<file path="src/rtl/dmem_arbiter_pkg.sv">
// rtl/dmem_arbiter_pkg.sv - shared state and requester tag types for dmem_arbiter
package dmem_arbiter_pkg;

  // Read-tracking FSM states
  typedef enum logic {
    IDLE    = 1'b0,
    RD_WAIT = 1'b1
  } state_t;

  // Requester identity, used both for the pending-read tag and the round-robin pointer
  typedef enum logic {
    TAG_A = 1'b0,
    TAG_B = 1'b1
  } tag_t;

endpackage

</file>
<file path="src/rtl/dmem_arbiter_rr_pick2.sv">
// rtl/dmem_arbiter_rr_pick2.sv - two-way round-robin picker
import dmem_arbiter_pkg::*;

module rr_pick2 (
  input  logic req_a,
  input  logic req_b,
  input  tag_t last,
  output logic gnt_a,
  output logic gnt_b
);

  // A lone requester always wins; on a tie the one not granted last wins
  assign gnt_a = req_a && (!req_b || (last == TAG_B));
  assign gnt_b = req_b && (!req_a || (last == TAG_A));

endmodule

</file>
<file path="src/rtl/dmem_arbiter.sv">
// rtl/dmem_arbiter.sv - two-requester round-robin arbiter for a single-port data memory
import dmem_arbiter_pkg::*;

module dmem_arbiter #(
  parameter int WIDTH = 32,
  parameter int DEPTH = 1024
) (
  input  logic             clk,
  input  logic             reset,
  input  logic             a_req,
  input  logic             a_we,
  input  logic [WIDTH-1:0] a_addr,
  input  logic [WIDTH-1:0] a_wdata,
  input  logic             b_req,
  input  logic             b_we,
  input  logic [WIDTH-1:0] b_addr,
  input  logic [WIDTH-1:0] b_wdata,
  output logic             a_gnt,
  output logic             b_gnt,
  output logic             a_rvalid,
  output logic             b_rvalid,
  output logic             a_err,
  output logic             b_err,
  output logic [WIDTH-1:0] rdata,
  output logic             mem_write,
  output logic             mem_read,
  output logic [WIDTH-1:0] read_address,
  output logic [WIDTH-1:0] write_address,
  output logic [WIDTH-1:0] write_data,
  input  logic [WIDTH-1:0] mem_data
);

  // One extra bit so DEPTH == 2**WIDTH still compares correctly
  localparam logic [WIDTH:0] DEPTH_LIM = (WIDTH+1)'(DEPTH);

  state_t           state;
  state_t           state_nx;
  tag_t             tag;
  tag_t             tag_nx;
  tag_t             last_gnt;
  logic             pick_a;
  logic             pick_b;
  logic             any_gnt;
  logic             sel_we;
  logic [WIDTH-1:0] sel_addr;
  logic [WIDTH-1:0] sel_wdata;
  logic             in_range;
  logic             err_a_q;
  logic             err_b_q;

  rr_pick2 u_pick (
    .req_a (a_req),
    .req_b (b_req),
    .last  (last_gnt),
    .gnt_a (pick_a),
    .gnt_b (pick_b)
  );

  // Grant, request mux and memory strobes; reset suppresses every grant
  always_comb begin
    a_gnt         = pick_a && !reset;
    b_gnt         = pick_b && !reset;
    any_gnt       = a_gnt || b_gnt;
    sel_we        = a_gnt ? a_we    : b_we;
    sel_addr      = a_gnt ? a_addr  : b_addr;
    sel_wdata     = a_gnt ? a_wdata : b_wdata;
    in_range      = ({1'b0, sel_addr} < DEPTH_LIM);
    mem_read      = any_gnt && !sel_we && in_range;
    mem_write     = any_gnt &&  sel_we && in_range;
    read_address  = sel_addr;
    write_address = sel_addr;
    write_data    = sel_wdata;
  end

  // Next-state: stay in RD_WAIT only while another in-range read is issued
  always_comb begin
    state_nx = IDLE;
    tag_nx   = tag;
    if (mem_read) begin
      state_nx = RD_WAIT;
      tag_nx   = a_gnt ? TAG_A : TAG_B;
    end
  end

  // FSM state and pending-read tag
  always_ff @(posedge clk or posedge reset) begin
    if (reset) begin
      state <= IDLE;
      tag   <= TAG_A;
    end else begin
      state <= state_nx;
      tag   <= tag_nx;
    end
  end

  // Round-robin pointer and out-of-range error pulses
  always_ff @(posedge clk or posedge reset) begin
    if (reset) begin
      last_gnt <= TAG_B;
      err_a_q  <= 1'b0;
      err_b_q  <= 1'b0;
    end else begin
      if (a_gnt) begin
        last_gnt <= TAG_A;
      end else if (b_gnt) begin
        last_gnt <= TAG_B;
      end
      err_a_q <= a_gnt && !in_range;
      err_b_q <= b_gnt && !in_range;
    end
  end

  // Read response: memory data is routed to the tagged requester, zero otherwise
  always_comb begin
    a_rvalid = (state == RD_WAIT) && (tag == TAG_A) && !reset;
    b_rvalid = (state == RD_WAIT) && (tag == TAG_B) && !reset;
    rdata    = (a_rvalid || b_rvalid) ? mem_data : '0;
    a_err    = err_a_q && !reset;
    b_err    = err_b_q && !reset;
  end

endmodule

</file>
<file path="config.mk">
export PLATFORM = sky130hd
export DESIGN_NAME = dmem_arbiter
export DESIGN_NICKNAME = d
export VERILOG_FILES = /design/src/rtl/dmem_arbiter_pkg.sv /design/src/rtl/dmem_arbiter_rr_pick2.sv /design/src/rtl/dmem_arbiter.sv
export SDC_FILE = /design/constraint.sdc
export NUM_CORES = 1
export LEC_CHECK = 0
export ABC_AREA = 0
export BUFFER_PORTS_ARGS = -buffer_cell sky130_fd_sc_hd__buf_2
export CORE_AREA = 8 8 112 114
export CTS_CLUSTER_SIZE = 30
export DETAILED_ROUTE_END_ITERATION = 6
export DIE_AREA = 0 0 120 122
export PLACE_DENSITY_LB_ADDON = 0.25
export SLEW_MARGIN = 20
export SYNTH_ARGS = -nofsm -noshare
export SYNTH_HDL_FRONTEND = slang
export SYNTH_HIERARCHICAL = 1
export SYNTH_SLANG_ARGS = --single-unit
</file>
<file path="constraint.sdc">
create_clock -name clk -period 3.06 [get_ports clk]
set_clock_uncertainty 0.1 [all_clocks]
set_input_delay 0.306 -clock clk [delete_from_list [all_inputs] [get_ports clk]]
set_output_delay 0.306 -clock clk [all_outputs]
set_load 0.02 [all_outputs]
</file>
==> qor.csv <==
metric;value;unit
status;finished clean;
multi_input_area;0.00122;mm^2
boundaryPins;302;
relSlewSlack;0.547;
start_kind;register;
power.density;240;mW/mm^2
ys_top_cells_by_count;195 x nand2_1, 35 x and2_1, 32 x buf_4, 10 x buf_2;
synthDistinctLibCells;27;
cts_made_buffers;3;
min_period_over_period;0.911;
setup_viol;0;
cts_root_buffer;clkbuf_8;
die_h;122;um
wl_met3;1200;um
drc;0;
rsz0062_at_grt;false;
register_area;126;um^2
top_layer_used;met4;
switchingPower;0.386;mW
fin_util;0.293;
yosysSeqAreaShare;0.0746;
synth_top_area_share;0.432;
drt_pass1_iterations;4;
critPathRequiredTime;2.65;ns
critical_path.endpoint_type;output port;
port_buffers;301;
core_area;0.0107;mm^2
synthTopCellsByArea;nand2_1 43%, buf_4 14%, and2_1 13%;
hold_violations;0;
tritoncts;done;
vias_per_cell;4.04;
synth_nets;495;
clock-sinks;5;
grt_usage;0.134;
grt-ovfl-total;0;
drv_cap;0;
switching_share;0.512;
htree_levels;1;
syn_area;0.00169;mm^2
slew_viol_final;0;
clk_pin_slew;0.04;ns
critPathArrivalTime;2.38;ns
routed_wl;10800;um
synth_edf_count;0;
total_power;0.753;mW
grt_pass1_wl;15900;um
fillers;1229;
synth-async-reset-ratio;1.00;
grt_pass1_vias;3042;
routedWlPerCell;14.9;um
dp_hpwl;9750;um
met1Wirelength;3770;um
yosysMostFrequentCell;nand2_1;
antenna_found_initial;0;
clockPowerShare;0.164;
tightestPinTransition;0.679;ns
period_minus_slack;2.79;ns
syn_inst;329;
initialDrtViolationCount;58;
setup_tns;0;ns
avgSynthCellArea;5.15;um^2
insertedDiodeCount;0;
netlist.top_cell.by_area;nand2_1;
met2_length;5760;um
cts_max_path_buffers;2;
die_area;0.0146;mm^2
ys.flop_type;dfrtp_1;
ant_nets;0;
cts_setup_buffers;0;
yosys_register_bits;5;
clkLatencyLatePin;0.23;ns
start_util;0.158;
intPower;0.367;mW
drive_gt1_frac;0.537;
synthToLayoutAreaGrowth;84.9;%
hold_class;primary input to register;
place_congestion;0.879;
cp_max_fo;25;
grt_max_degree;58;
ys_warn_count;6;
num_vias;2938;
power_frac_seq;0.100;
path_class;register to output port;
rows;38;
die_x;120;um
max_freq;359;MHz
combPwrFrac;0.737;
fin_nets;754;
reg2reg_slack;0.92;ns
peakVddDrop;0.123;mV
p_leak;2.13;nW
flip-flops by register name (all words and copies together), names as in the netlist:
name      cells
last_gnt      1
err_a_q       1
tag           1
err_b_q       1
state         1
cells in the final DEF (no fill, tap or decap):
cell and n:
a21boi_2 1, nor4_1 7, dfrtp_1 4, nor2_1 5, and2_1 35, clkbuf_1 1, nand3_1 3, dlygate4sd3_1 1
a41o_1 1, nor3b_1 1, clkbuf_8 3, buf_2 301, and2b_1 4, buf_4 2, nand3_2 3, o22ai_4 1
nand2b_4 1, o21ai_1 1, mux2i_1 1, inv_6 1, inv_1 5, a21boi_0 1, dfstp_2 1, nor4_2 1
nor4b_1 1, nor3_1 3, a21oi_1 3, nand2_1 195
path summary, 6_finish.rpt:
check / end / depth (start not counted) / start
max: mem_read / 9 / last_gnt$_DFFE_PP1N_
min: tag$_DFFE_PP0P_ / 4 / b_we
max reg2reg: state$_DFF_PP0_ / 8 / last_gnt$_DFFE_PP1N_
min reg2reg: last_gnt$_DFFE_PP1N_ / 2 / last_gnt$_DFFE_PP1N_
max in group asynchronous: last_gnt$_DFFE_PP1N_ / 3 / reset
min in group asynchronous: state$_DFF_PP0_ / 3 / reset
per-stage QoR:
step / worst slack (ns) / std cells / hold slack [ns] / cell area [um^2]
final: 0.274 / 727 / 0.357 / 3130
after global routing: 0.0510 / 727 / 0.387 / 3130
after CTS: 0.0549 / 727 / 0.353 / 3120
after detailed placement: 0.312 / 722 / 0.162 / 3060
after global placement: 0.413 / 722 / 0.167 / 3060
after floorplan: 0.715 / 329 / -0.0162 / 1690
cells by family after synthesis:
family                 count (synthesis)  share of synthesized area
multiplexers                           1                    0.00591
AO/OA/AOI/OAI                          8                     0.0384
buffers and inverters                 56                      0.208
flip-flops                             5                     0.0747
AND/OR/NAND/NOR                      259                      0.673
power groups by stage:
stage	clock network, mW	logic (mW)	registers, mW
5_1_grt	0.133	0.603	0.0757
4_1_cts	0.126	0.562	0.0750
2_1_floorplan	0	0.354	0.0752
3_5_place_dp	0	0.558	0.0757
3_3_place_gp	0	0.557	0.0757
6_report	0.123	0.554	0.0750
metal layers:
| layer | vias up | track usage |
|---|---|---|
| met4 | 0 | 0.0226 |
| met5 | - | 0 |
| met2 | 182 | 0.274 |
| met1 | 1254 | 0.121 |
| met3 | 6 | 0.0560 |
| li1 | 1496 | - |
final cells by class:
| class | count | share of cell area |
|---|---|---|
| multi-input combinational | 268 | 0.391 |
| inverter | 6 | 0.00879 |
| clock buffer | 4 | 0.0144 |
| tap | 140 | 0.0560 |
| timing repair buffer | 304 | 0.489 |
| sequential | 5 | 0.0404 |
critical path, stage by stage (launching register included):
cell and delay, ns:
dfstp_2 0.53, inv_1 0.05, a21boi_2 0.27, nand2b_4 0.18, inv_6 0.21, nand3_2 0.11
o22ai_4 0.17, nand3_2 0.12, nor3_1 0.28, buf_2 0.23
what timing repair did:
| action | 4_1_cts | 5_1_grt |
|---|---|---|
| resized for setup | 0 | 3 |
| hold buffers | 1 | 0 |
| endpoints found under the hold margin | 4 | 0 |
| setup endpoints to repair | 0 | 70 |
Power figures use the tool's default switching activity.
